===== config.mk =====
export PLATFORM = sky130hd
export DESIGN_NAME = multicycle_ctrl
export DESIGN_NICKNAME = d
export VERILOG_FILES = /design/src/rtl/mips_ctrl_pkg.sv /design/src/rtl/mips_opclass_decode.sv /design/src/rtl/multicycle_ctrl.sv
export SDC_FILE = /design/constraint.sdc
export NUM_CORES = 1
export LEC_CHECK = 0
export CELL_PAD_IN_SITES_DETAIL_PLACEMENT = 1
export CELL_PAD_IN_SITES_GLOBAL_PLACEMENT = 1
export CORE_MARGIN = 2
export CORE_UTILIZATION = 31
export DETAILED_ROUTE_END_ITERATION = 8
export GPL_TIMING_DRIVEN = 0
export PLACE_DENSITY = 0.73
export SYNTH_ARGS = -nofsm -noshare
export SYNTH_HDL_FRONTEND = slang
export SYNTH_SLANG_ARGS = --single-unit

===== constraint.sdc =====
create_clock -name clk -period 2.3 [get_ports clk]
set_input_delay 0.46 -clock clk [delete_from_list [all_inputs] [get_ports clk]]
set_output_delay 0.46 -clock clk [all_outputs]
set_load 0.05 [all_outputs]

===== src/rtl/mips_ctrl_pkg.sv =====
// mips_ctrl_pkg
//   Shared definitions for the multi-cycle MIPS control unit and its
//   opcode class decoder:
//     state_e    - control FSM states
//     opclass_e  - instruction classes latched in DECODE
//     ALU_*      - alu_op encodings
//     SRCB_*     - alu_src_b encodings
//     PC_*       - pc_src encodings
//     OP_*       - opcode patterns (full value or high-order prefix)
//     opclass_of - opcode to class map
package mips_ctrl_pkg;

  typedef enum logic [2:0] {
    ST_IDLE   = 3'd0,
    ST_FETCH  = 3'd1,
    ST_DECODE = 3'd2,
    ST_EXEC   = 3'd3,
    ST_MEM    = 3'd4,
    ST_WB     = 3'd5,
    ST_TRAP   = 3'd6
  } state_e;

  // CL_RTYPE is encoded as 0 so that the reset value of the class
  // register is all-zeros.
  typedef enum logic [2:0] {
    CL_RTYPE   = 3'd0,
    CL_IALU    = 3'd1,
    CL_BRANCH  = 3'd2,
    CL_JUMP    = 3'd3,
    CL_LOAD    = 3'd4,
    CL_STORE   = 3'd5,
    CL_ILLEGAL = 3'd6
  } opclass_e;

  localparam logic [1:0] ALU_ADD   = 2'd0;
  localparam logic [1:0] ALU_SUB   = 2'd1;
  localparam logic [1:0] ALU_FUNCT = 2'd2;
  localparam logic [1:0] ALU_IMM   = 2'd3;

  localparam logic [1:0] SRCB_RT    = 2'd0;
  localparam logic [1:0] SRCB_FOUR  = 2'd1;
  localparam logic [1:0] SRCB_SIMM  = 2'd2;
  localparam logic [1:0] SRCB_SHIMM = 2'd3;

  localparam logic [1:0] PC_PLUS4  = 2'd0;
  localparam logic [1:0] PC_BRANCH = 2'd1;
  localparam logic [1:0] PC_JUMP   = 2'd2;

  localparam logic [5:0] OP_RTYPE      = 6'b000000;
  localparam logic [2:0] OP_IALU_PFX   = 3'b001;
  localparam logic [3:0] OP_BRANCH_PFX = 4'b0001;
  localparam logic [4:0] OP_JUMP_PFX   = 5'b00001;
  localparam logic [2:0] OP_LOAD_PFX   = 3'b100;
  localparam logic [2:0] OP_STORE_PFX  = 3'b101;

  function automatic opclass_e opclass_of(input logic [5:0] op);
    opclass_e c;
    if (op == OP_RTYPE)                c = CL_RTYPE;
    else if (op[5:3] == OP_IALU_PFX)   c = CL_IALU;
    else if (op[5:2] == OP_BRANCH_PFX) c = CL_BRANCH;
    else if (op[5:1] == OP_JUMP_PFX)   c = CL_JUMP;
    else if (op[5:3] == OP_LOAD_PFX)   c = CL_LOAD;
    else if (op[5:3] == OP_STORE_PFX)  c = CL_STORE;
    else                               c = CL_ILLEGAL;
    return c;
  endfunction

endpackage


===== src/rtl/mips_opclass_decode.sv =====
// mips_opclass_decode
//   Combinational opcode-to-class map, shared with the datapath ALU decoder.
//   Ports:
//     opcode   in  [OPCODE_W-1:0]  instruction opcode field
//     op_class out opclass_e       decoded instruction class
module mips_opclass_decode
  import mips_ctrl_pkg::*;
#(
  parameter int OPCODE_W = 6
) (
  input  logic [OPCODE_W-1:0] opcode,
  output opclass_e            op_class
);

  logic [5:0] op6;

  assign op6 = 6'(opcode);

  always_comb begin
    op_class = opclass_of(op6);
  end

endmodule


===== src/rtl/multicycle_ctrl.sv =====
// multicycle_ctrl
//   Multi-cycle MIPS control unit. Walks FETCH/DECODE/EXEC/MEM/WB for each
//   instruction, drives datapath enables and ALU/mux selects, handshakes with
//   the shared instruction/data memory port and counts retired instructions.
//
//   Ports:
//     clk, rst_n            clock, synchronous active-low reset
//     run                   start fetching (sampled in IDLE only)
//     opcode, funct         IR fields (funct is used by the datapath ALU
//                           decoder, not for sequencing)
//     mem_ready             memory completes the current request this cycle
//     mem_req, mem_write    memory request / store
//     ir_write, pc_write    IR load, unconditional PC update
//     pc_write_cond         PC update on ALU zero
//     pc_src, alu_src_a, alu_src_b, alu_op   datapath selects
//     reg_write, reg_dst, mem_to_reg         register file write-back
//     illegal               sticky undecodable-opcode flag
//     instr_count           retired instruction count (wraps)
//     trap                  one-cycle trap pulse (MCTL_TRAP_EN builds only)
//
//   Build option: define MCTL_TRAP_EN to route illegal opcodes through TRAP
//   instead of retiring them as a NOP.
//
//   state  | meaning
//   IDLE   | waiting for run
//   FETCH  | instruction read, PC+4; held until mem_ready
//   DECODE | class latched, branch target precomputed
//   EXEC   | ALU op per class; branch/jump retire here
//   MEM    | load/store access; held until mem_ready
//   WB     | register write-back, retire
//   TRAP   | jump to trap vector, no retirement
module multicycle_ctrl
  import mips_ctrl_pkg::*;
#(
  parameter int OPCODE_W = 6,
  parameter int FUNCT_W  = 6,
  parameter int CNT_W    = 32
) (
  input  logic                clk,
  input  logic                rst_n,
  input  logic                run,
  input  logic [OPCODE_W-1:0] opcode,
  input  logic [FUNCT_W-1:0]  funct,
  input  logic                mem_ready,
  output logic                mem_req,
  output logic                mem_write,
  output logic                ir_write,
  output logic                pc_write,
  output logic                pc_write_cond,
  output logic [1:0]          pc_src,
  output logic                alu_src_a,
  output logic [1:0]          alu_src_b,
  output logic [1:0]          alu_op,
  output logic                reg_write,
  output logic                reg_dst,
  output logic                mem_to_reg,
  output logic                illegal,
  output logic [CNT_W-1:0]    instr_count
`ifdef MCTL_TRAP_EN
  ,
  output logic                trap
`endif
);

  state_e             state_q, state_d;
  opclass_e           class_q, class_d;
  logic [CNT_W-1:0]   count_q, count_d;
  logic               illegal_q, illegal_d;
  logic               retire;
  opclass_e           dec_class;
  logic               funct_unused;

  assign funct_unused = ^funct;

  mips_opclass_decode #(
    .OPCODE_W (OPCODE_W)
  ) u_opclass_decode (
    .opcode   (opcode),
    .op_class (dec_class)
  );

  always_comb begin
    state_d   = state_q;
    class_d   = class_q;
    count_d   = count_q;
    illegal_d = illegal_q;
    retire    = 1'b0;
    case (state_q)
      ST_IDLE: begin
        if (run) state_d = ST_FETCH;
      end
      ST_FETCH: begin
        if (mem_ready) state_d = ST_DECODE;
      end
      ST_DECODE: begin
        class_d = dec_class;
        if (dec_class == CL_ILLEGAL) begin
          illegal_d = 1'b1;
`ifdef MCTL_TRAP_EN
          state_d   = ST_TRAP;
`else
          retire    = 1'b1;
          state_d   = ST_FETCH;
`endif
        end else begin
          state_d = ST_EXEC;
        end
      end
      ST_EXEC: begin
        case (class_q)
          CL_RTYPE, CL_IALU:  state_d = ST_WB;
          CL_LOAD, CL_STORE:  state_d = ST_MEM;
          CL_BRANCH, CL_JUMP: begin
            retire  = 1'b1;
            state_d = ST_FETCH;
          end
          default:            state_d = ST_FETCH;
        endcase
      end
      ST_MEM: begin
        if (mem_ready) begin
          if (class_q == CL_LOAD) begin
            state_d = ST_WB;
          end else begin
            retire  = 1'b1;
            state_d = ST_FETCH;
          end
        end
      end
      ST_WB: begin
        retire  = 1'b1;
        state_d = ST_FETCH;
      end
      ST_TRAP: begin
        state_d = ST_FETCH;
      end
      default: state_d = ST_IDLE;
    endcase
    if (retire) count_d = count_q + CNT_W'(1);
  end

  always_ff @(posedge clk) begin
    if (!rst_n) begin
      state_q   <= ST_IDLE;
      class_q   <= CL_RTYPE;
      count_q   <= '0;
      illegal_q <= 1'b0;
    end else begin
      state_q   <= state_d;
      class_q   <= class_d;
      count_q   <= count_d;
      illegal_q <= illegal_d;
    end
  end

  // Moore outputs; only the memory handshake terms look at mem_ready.
  always_comb begin
    mem_req       = 1'b0;
    mem_write     = 1'b0;
    ir_write      = 1'b0;
    pc_write      = 1'b0;
    pc_write_cond = 1'b0;
    pc_src        = PC_PLUS4;
    alu_src_a     = 1'b0;
    alu_src_b     = SRCB_RT;
    alu_op        = ALU_ADD;
    reg_write     = 1'b0;
    reg_dst       = 1'b0;
    mem_to_reg    = 1'b0;
    case (state_q)
      ST_FETCH: begin
        mem_req   = 1'b1;
        alu_src_b = SRCB_FOUR;
        ir_write  = mem_ready;
        pc_write  = mem_ready;
      end
      ST_DECODE: begin
        alu_src_b = SRCB_SHIMM;
      end
      ST_EXEC: begin
        case (class_q)
          CL_RTYPE: begin
            alu_src_a = 1'b1;
            alu_src_b = SRCB_RT;
            alu_op    = ALU_FUNCT;
          end
          CL_IALU: begin
            alu_src_a = 1'b1;
            alu_src_b = SRCB_SIMM;
            alu_op    = ALU_IMM;
          end
          CL_LOAD, CL_STORE: begin
            alu_src_a = 1'b1;
            alu_src_b = SRCB_SIMM;
            alu_op    = ALU_ADD;
          end
          CL_BRANCH: begin
            alu_src_a     = 1'b1;
            alu_src_b     = SRCB_RT;
            alu_op        = ALU_SUB;
            pc_write_cond = 1'b1;
            pc_src        = PC_BRANCH;
          end
          CL_JUMP: begin
            pc_write = 1'b1;
            pc_src   = PC_JUMP;
          end
          default: ;
        endcase
      end
      ST_MEM: begin
        mem_req   = 1'b1;
        mem_write = (class_q == CL_STORE);
      end
      ST_WB: begin
        reg_write  = 1'b1;
        reg_dst    = (class_q == CL_RTYPE);
        mem_to_reg = (class_q == CL_LOAD);
      end
      ST_TRAP: begin
        pc_write = 1'b1;
        pc_src   = PC_JUMP;
      end
      default: ;
    endcase
  end

  assign illegal     = illegal_q;
  assign instr_count = count_q;

`ifdef MCTL_TRAP_EN
  assign trap = (state_q == ST_TRAP);
`endif

endmodule


==> impl_results.md <==
* Cell type contributing the most total cell area after synthesis: sky130_fd_sc_hd__dfxtp_1
* Startpoint-to-endpoint class of the critical path: register to register
* Leakage at 0.001127 uW
* Most used cells in the layout excluding fill and tap cells: sky130_fd_sc_hd__clkdlybuf4s50_1, sky130_fd_sc_hd__nor2_1, sky130_fd_sc_hd__dfxtp_1
* Share of cells above drive strength 1 at 25.36%
* First-iteration detailed-routing DRC count at 115
* Most common cell after layout, fill and taps aside: sky130_fd_sc_hd__clkdlybuf4s50_1
* Antenna violations before repair at 0
* Slowest Stage Delay on Critical Path at 0.54 ns
* DR vias at 2323
* Pre-CTS worst setup slack at -0.7362 ns
* TritonCTS sink count at 39
* Non-filler cells, final at 423
* Worst-path cell chain: buf_6 -> or4b_4 -> o32ai_4 -> buf_12 -> o2111ai_4 -> or4_1 -> a21oi_1
* Failing checks: setup timing
* H-tree levels at 2
* Startpoint kind of the worst setup timing path: register
* Total Nets Final at 359
* Total core area at 6756 um^2
* Final min period at 2.333 ns
* Fraction of the yosys area taken by sequential cells at 36.17%
* Critical Path Sink Type: register
* Starting Density at 31.94%
* Period Utilization, post-route at 101.4%
* First-pass GRT wire length at 11250 um
* Number of nets in the synthesized netlist at 280
* Synthesized netlist cell count at 263
* Clock tree from TritonCTS: built
* Final Power at 1404 uW
* Root Buffer Master: sky130_fd_sc_hd__clkbuf_8
* Post-synthesis cell area at 2158 um^2
* Post-CTS Hold Fix Bufs at 0
* Inserted Diodes at 0
* Required arrival time at the worst endpoint at 2.52 ns
* Number of detailed-routing iterations run before antenna repair at 4
* Met2 usage at 30.44%
* Met3 usage at 3.507%
* Via count of the first global-routing pass at 2305
* Total global routing overflow at 0
* Drt total wl at 7250 um
* Critical path fanouts, max at 5
* Die area at 7646 um^2
* Filler cell count at 775
* Post-Syn Area per Cell at 8.207 um^2
* Avg WL per Cell at 17.14 um
* Fraction of registers with async set/reset at 0%
* Met1 track demand over resource in global routing at 25.53%
* Row count at 30
* Main flop type after synthesis: sky130_fd_sc_hd__dfxtp_1
* Estimated wirelength of the detail-placed design at 4639 um
* Ratio of total power to cell area at 423.0 nW/um^2
* Die Span Y at 87.44 um
* Buffer levels on the longest clock path at 2
* Hold Crit Class: register to register
* Max rail drop VDD at 0.2208 mV
* Worst Hold Slack at 0.4822 ns
* Antenna Nets Post-Route at 0
* Total routing resource utilization after global routing at 18.84%
* Clock-pin slew on the worst setup and hold paths at 0.08 ns
* Run status: finished, violations left
* Max-capacitance violation count at 0
* Achievable frequency at 428.6 MHz
* Sequential standard cell area at 800.8 um^2
* Most heavily used metal layer in global routing: met2
* Final setup violation count at 4
* Boundary pin count at 64
* Worst setup skew after layout at 0.008769 ns
* Final Hold Vio Count at 0
* Setup WS post-layout at -0.03323 ns
* Routability congestion estimate at 0.7866
* Drc violations at 0
* Flip-flop and latch count after synthesis at 39
* Worst slew margin relative to its limit at 61.88%
* Number of port buffers at 57
* Area occupied by multi-input gates at 1459 um^2
* Share of the synthesized area in the top cell type at 36.17%
* Slowest CP cell: sky130_fd_sc_hd__or4b_4
* Clock insertion delay at the later pin of the skew report at 0.30 ns
* Layout Area Growth over Synthesis at 53.74%
* Count of pins over their slew limit at 0
* Post-synth cell types at 47
* Slew @ Worst Pin at 0.5717 ns
* Endpoint arrival time on the critical path at 2.55 ns
* Largest net degree at the start of global routing at 12
* Ranking of synthesized cells by area: sky130_fd_sc_hd__dfxtp_1, sky130_fd_sc_hd__a21oi_1, sky130_fd_sc_hd__or4_1
* Routed vias/inst at 5.492
* Count of flip-flops with a built-in enable after synthesis at 0
* RSZ-0062 raised after global routing: true
* Count of synthesis-stage warnings from yosys at 0
* Die X at 87.44 um
* DP Cell Count at 400
* Setup tns final at -0.06999 ns
* Number of CTS-inserted buffers at 5
## sequential cells by signal, summed over array words and instances, names as in the netlist
signal,count
instr_count,32
class_q,3
state_q,3
illegal,1
## cell type report
| class | instances | area share (%) |
|---|---|---|
| Timing Repair Buffer | 74 | 21.49 |
| Clock buffer | 8 | 3.017 |
| Buffer | 14 | 3.356 |
| Inverter | 9 | 1.018 |
| Multi-Input combinational cell | 199 | 43.97 |
| Sequential cell | 39 | 24.13 |
| Tap cell | 80 | 3.017 |
## logic make-up (layout without fill, tap and decap cells)
group	count (synthesis)	after routing	share of synthesized area, %
flip-flops	39	39	36.17
AND/OR/NAND/NOR	120	120	30.96
adder cells (fa/ha/maj)	1	1	0.5796
multiplexers	5	5	2.319
buffers and inverters	26	105	5.565
XOR/XNOR	9	9	3.652
AO/OA/AOI/OAI	63	64	20.75
## repair_timing
item | CTS | global route
resized for setup | 67 | 48
cloned | 2 | 2
buffers inserted | 9 | 5
pin swaps | 10 | 22
endpoints found under the setup margin | 40 | 33
## per-stage QoR
stage               cell area, um^2  util (%)
global placement               2880     42.63
floorplan                      2210         -
finish                         3318     49.11
CTS                            3159     46.76
global route                   3318     49.11
detailed placement             2880     42.63
## power by group
part | switching [uW] | total [uW] | leakage (uW) | internal (uW)
clock network | 243 | 517 | 0.0000515 | 274
logic | 120 | 193 | 0.000753 | 73.5
registers | 11.8 | 693 | 0.000322 | 681
## layer usage
metal  wire, um  vias to the layer above
met1       3426                     1160
met2       3571                       37
met3        176                        6
met5          0                        -
li1           -                     1120
met4         76                        0
## worst max-delay path, delay by kind of cell (launching register included)
kind / cells / cell delay (ns)
compound gates: 3 / 0.57
flops: 1 / 0.32
buf+inv: 2 / 0.29
simple gates: 2 / 1.06
## final timing paths
check / startpoint / end / slack [ns] / cells past startpoint
worst max register to register: state_q[0] / instr_count[17] / -0.03 / 7
worst min register to register: illegal / illegal / 0.48 / 2
worst max-delay path: state_q[0] / instr_count[17] / -0.03 / 7
worst min-delay path: illegal / illegal / 0.48 / 2
## cells in the mapped netlist (2+ instances only)
master	instances
sky130_fd_sc_hd__dfxtp_1	39
sky130_fd_sc_hd__nor2_1	26
sky130_fd_sc_hd__a21oi_1	23
sky130_fd_sc_hd__nand2_1	19
sky130_fd_sc_hd__or4_1	15
sky130_fd_sc_hd__o31ai_1	14
sky130_fd_sc_hd__clkbuf_1	9
sky130_fd_sc_hd__nor3_1	9
sky130_fd_sc_hd__inv_1	8
sky130_fd_sc_hd__nand2b_1	7
sky130_fd_sc_hd__o21ai_0	7
sky130_fd_sc_hd__or3_1	7
sky130_fd_sc_hd__nand4_1	6
sky130_fd_sc_hd__xnor2_1	6
sky130_fd_sc_hd__mux2i_1	5
sky130_fd_sc_hd__nand3_1	5
sky130_fd_sc_hd__o21a_1	5
sky130_fd_sc_hd__and2_1	4
sky130_fd_sc_hd__nor2b_1	4
sky130_fd_sc_hd__buf_2	3
sky130_fd_sc_hd__nand3b_1	3
sky130_fd_sc_hd__o2111ai_1	3
sky130_fd_sc_hd__xor2_1	3
sky130_fd_sc_hd__a211oi_1	2
sky130_fd_sc_hd__a31oi_1	2
sky130_fd_sc_hd__and3_1	2
sky130_fd_sc_hd__buf_1	2
sky130_fd_sc_hd__buf_6	2
sky130_fd_sc_hd__nor3b_1	2
sky130_fd_sc_hd__nor4b_1	2
sky130_fd_sc_hd__o211ai_1	2
sky130_fd_sc_hd__or2_2	2
Power figures use the tool's default switching activity.
==> edit 1 (same flow settings) <==
The option `MCTL_TRAP_EN` is turned on by a define.
--- a/src/rtl/multicycle_ctrl.sv
+++ b/src/rtl/multicycle_ctrl.sv
@@ -29,6 +29,8 @@
 //   MEM    | load/store access; held until mem_ready
 //   WB     | register write-back, retire
 //   TRAP   | jump to trap vector, no retirement
+`define MCTL_TRAP_EN
+
 module multicycle_ctrl
   import mips_ctrl_pkg::*;
 #(
Function (old outputs only; new: trap): changed (a bounded check fails within 4 cycles, from zero or initial values and one cycle with rst_n low).
==> edit 1 against the original RTL <==
  * First-iteration DRC count shrank 30%
  * Total power increased by 8.9%
  * Design area down 9.8%
  * Area after synthesis down 2.9%
  * Setup slack improved by 83 ps
  * Wire length is 11% lower
  * Sequential cell count did not move
  * Count of clock-buffer cells in the layout decreased by 3
  * Clock power rose by 15%
  * Largest power group unchanged
  * Highest routed layer unchanged
==> edit 1: results (changes against the original RTL) <==
stage	metric	value	unit	change
status	run_status	finished clean		
yosys	yosys.area_share.adder	0.597	%	+0.017 points
yosys	synth_area_leaders	dfxtp_1 37%, nor2_1 5.9%, xnor2_1 5.9%		
yosys	synth_compound_area_share	13.3	%	-7.4 points
yosys	yosys-top-cells-count	39 x dfxtp_1, 33 x nor2_1, 23 x nand2_1, 18 x o21ai_0, 17 x a21oi_1		
worst_setup_path	r2r_end	instr_count[20]		
yosys	netlist_instances	269		+2.3%
worst_setup_path	cpPeakStageDelay	560	ps	+20 ps
global_routing	grt_pass1_vias	2227		-3.4%
place	port_buffers	58		+1.8%
route	met3WireLength	230	um	+31%
yosys	synthMuxAreaShare	0	%	-2.3 points
yosys	yosysSeqAreaShare	37.3	%	+1.1 points
power	ir_worst_vdd	0.250	mV	+13%
sta	worst_hold_slack	477	ps	-5.00 ps
route	avgViaCountPerCell	5.38		-2.0%
global_routing	use_met3	3.81	%	+0.30 points
worst_setup_path	slowest_stage	or4_4		
route	route.met2.wl	3.12	mm	-13%
worst_setup_path	crit_fanout	10		+5
layout	fillers	773		-0.26%
route	drt-initial-drc-count	80		-30%
worst_setup_path	crit_arrival	2500	ps	-50 ps
yosys	synth_nets	286		+2.1%
global_routing	grt_max_degree	14		+2
cts	cts-resized-gates	38		-43%
sta	fin_skew	17.3	ps	+8.49 ps
worst_setup_path	reg2reg_slack	50	ps	+80 ps
global_routing	grt_pass1_wl	11.0	mm	-1.9%
route	wl_per_cell	15.7	um	-8.6%
power	p_leak	1.03	nW	-8.3%
global_routing	met1_usage	24.3	%	-1.2 points
place	gp_congestion	0.768		-2.3%
global_routing	grt.total_usage	18.6	%	-0.26 points
cts	postCtsSetupRepairBufs	2		-7
sta	slew_headroom	62.4	%	+0.56 points
route	finalWirelength	6.47	mm	-11%
worst_setup_path	r2r-start	class_q[2]		
place	pre_cts_ws	-493	ps	+243 ps
layout	drive_above_1_share	20.5	%	-4.8 points
route	wl_met1	3.04	mm	-11%
place	dp_cells	404		+1.0%
place	hpwl	4.61	mm	-0.56%
yosys	synth_xor_area_share	7.94	%	+4.3 points
edit 1: cell types whose count changed after synthesis, moves of 6 or more:
cell	change
nor2_1	+7
o31ai_1	-11
or4_1	-10
xnor2_1	+8
a21oi_1	-6
o21ai_0	+11
nor4_1	+9
nand3_1	+7
edit 1: area by class of cell:
class	instances	area share [%]
timing repair buffer	60	19.0
buffer	14	3.22
multi-input combinational	208	43.4
clock buffer	5	2.30
tap	77	3.22
sequential	39	26.5
clock inverter	3	1.46
inverter	7	0.878
edit 1: worst max-delay path by stage:
stage | startpoint | end | slack, ps | depth (start not counted)
floorplan | instr_count[5] | instr_count[20] | 20 | 6
global placement | mem_ready | instr_count[31] | -440 | 7
detailed placement | mem_ready | instr_count[31] | -490 | 7
CTS | state_q[1] | pc_write | -210 | 6
global route | class_q[2] | instr_count[20] | -30 | 8
finish | class_q[2] | instr_count[20] | 50 | 8
edit 1: power breakdown:
group	internal, mW	switching (mW)
clock	0.323	0.269
combinational	0.0886	0.155
sequential	0.685	0.00765
total	1.10	0.431
==> edit 2 (same flow settings) <==
Made on the original files. Register the output `instr_count` once more, without a reset; this adds one clock of latency there. The other outputs are not delayed to match.
--- a/src/rtl/multicycle_ctrl.sv
+++ b/src/rtl/multicycle_ctrl.sv
@@ -226,7 +226,9 @@
   end
 
   assign illegal     = illegal_q;
-  assign instr_count = count_q;
+  always_ff @(posedge clk) begin
+    instr_count <= count_q;
+  end
 
 `ifdef MCTL_TRAP_EN
   assign trap = (state_q == ST_TRAP);
Behaviour: not the same (Yosys sat finds a counterexample within 4 cycles, from zero or initial values and one cycle with rst_n low).
==> edit 2 against the original RTL <==
  * Design area rose by 12%
  * Register-to-register slack improved by 220 ps
  * First-iteration DRC count is 48% lower
  * Total power grew 62%
  * Combinational power decreased by 4%
  * Wire length grew 2.1%
  * Fmax rose by 5.2%
  * Die area is 29% higher
  * Synthesized cell count rose by 16%
  * Sequential cell count increased by 32
  * Non-clock buffer count is 9 lower
  * Setup slack gained 120 ps
  * Area after synthesis rose by 31%
  * Critical path type is now flip-flop to primary output
  * Largest power group unchanged
==> edit 2: results (changes against the original RTL) <==
stage	metric	value	unit	change
status	run_status	finished clean		
yosys	synth_area_leaders	dfxtp_1 50%, a21oi_1 6.0%, o31ai_1 3.7%		
yosys	synth_nets	323		+15%
global_routing	met1_usage	19.3	%	-6.2 points
route	route.met2.wl	3.52	mm	-1.6%
layout	drive_above_1_share	14.7	%	-11 points
route	wl_met1	3.42	mm	-0.20%
route	vias	2558		+10%
layout	nets	395		+10%
worst_setup_path	cpPeakStageDelay	370	ps	-170 ps
power	powerDensity	609	mW/mm^2	+44%
power	p_leak	1.25	nW	+11%
yosys	synth_xor_area_share	1.51	%	-2.1 points
place	gp_congestion	0.801		+1.8%
worst_setup_path	slowest_stage	nor4b_2		
sta	fin_ws	82.8	ps	+116 ps
global_routing	grt_pass1_vias	2543		+10%
cts	clk_latency	350	ps	+50 ps
global_routing	use_met3	3.37	%	-0.13 points
global_routing	grtUsageMet2	25.2	%	-5.3 points
power	p_seq	1.24	mW	+79%
cts	cts_buffers	9		+4
power	ir_worst_vdd	0.189	mV	-15%
global_routing	grt_max_degree	11		-1
sta	slew_headroom	63.9	%	+2.0 points
-- edit 2: worst paths after layout --
path | start | end | slack (ps) | cells past startpoint
worst max-delay path | state_q[2] | pc_src[0] | 80 | 5
worst min register to register | count_q[31] | instr_count[31] | 380 | 0
worst max register to register | class_q[2] | count_q[1] | 190 | 8
worst min-delay path | count_q[31] | instr_count[31] | 380 | 0
-- edit 2: timing repair --
item                       in CTS  in global routing
resized for setup              56                 19
pin swaps                       1                  4
setup endpoints to repair      20                 37
setup buffers                   1                  3
hold buffers                    0                  0
-- edit 2: cell type report --
class / count / area [sq um]
fillers: 1031 / 5040
flip-flops and latches: 71 / 1420
multi-input cells: 207 / 1290
repair buffers: 61 / 573
clock buffers: 14 / 153
well taps: 108 / 135
plain buffers: 18 / 113
inverters: 10 / 37.5
clock inverters: 1 / 5.00
-- edit 2: cell families (layout without fill, tap and decap cells) --
kind of cell,after synthesis,in the layout
simple gates,124,124
compound gates,76,76
flops,71,71
buf+inv,28,104
xor+xnor,4,4
mux,2,2
fa+ha+maj,1,1
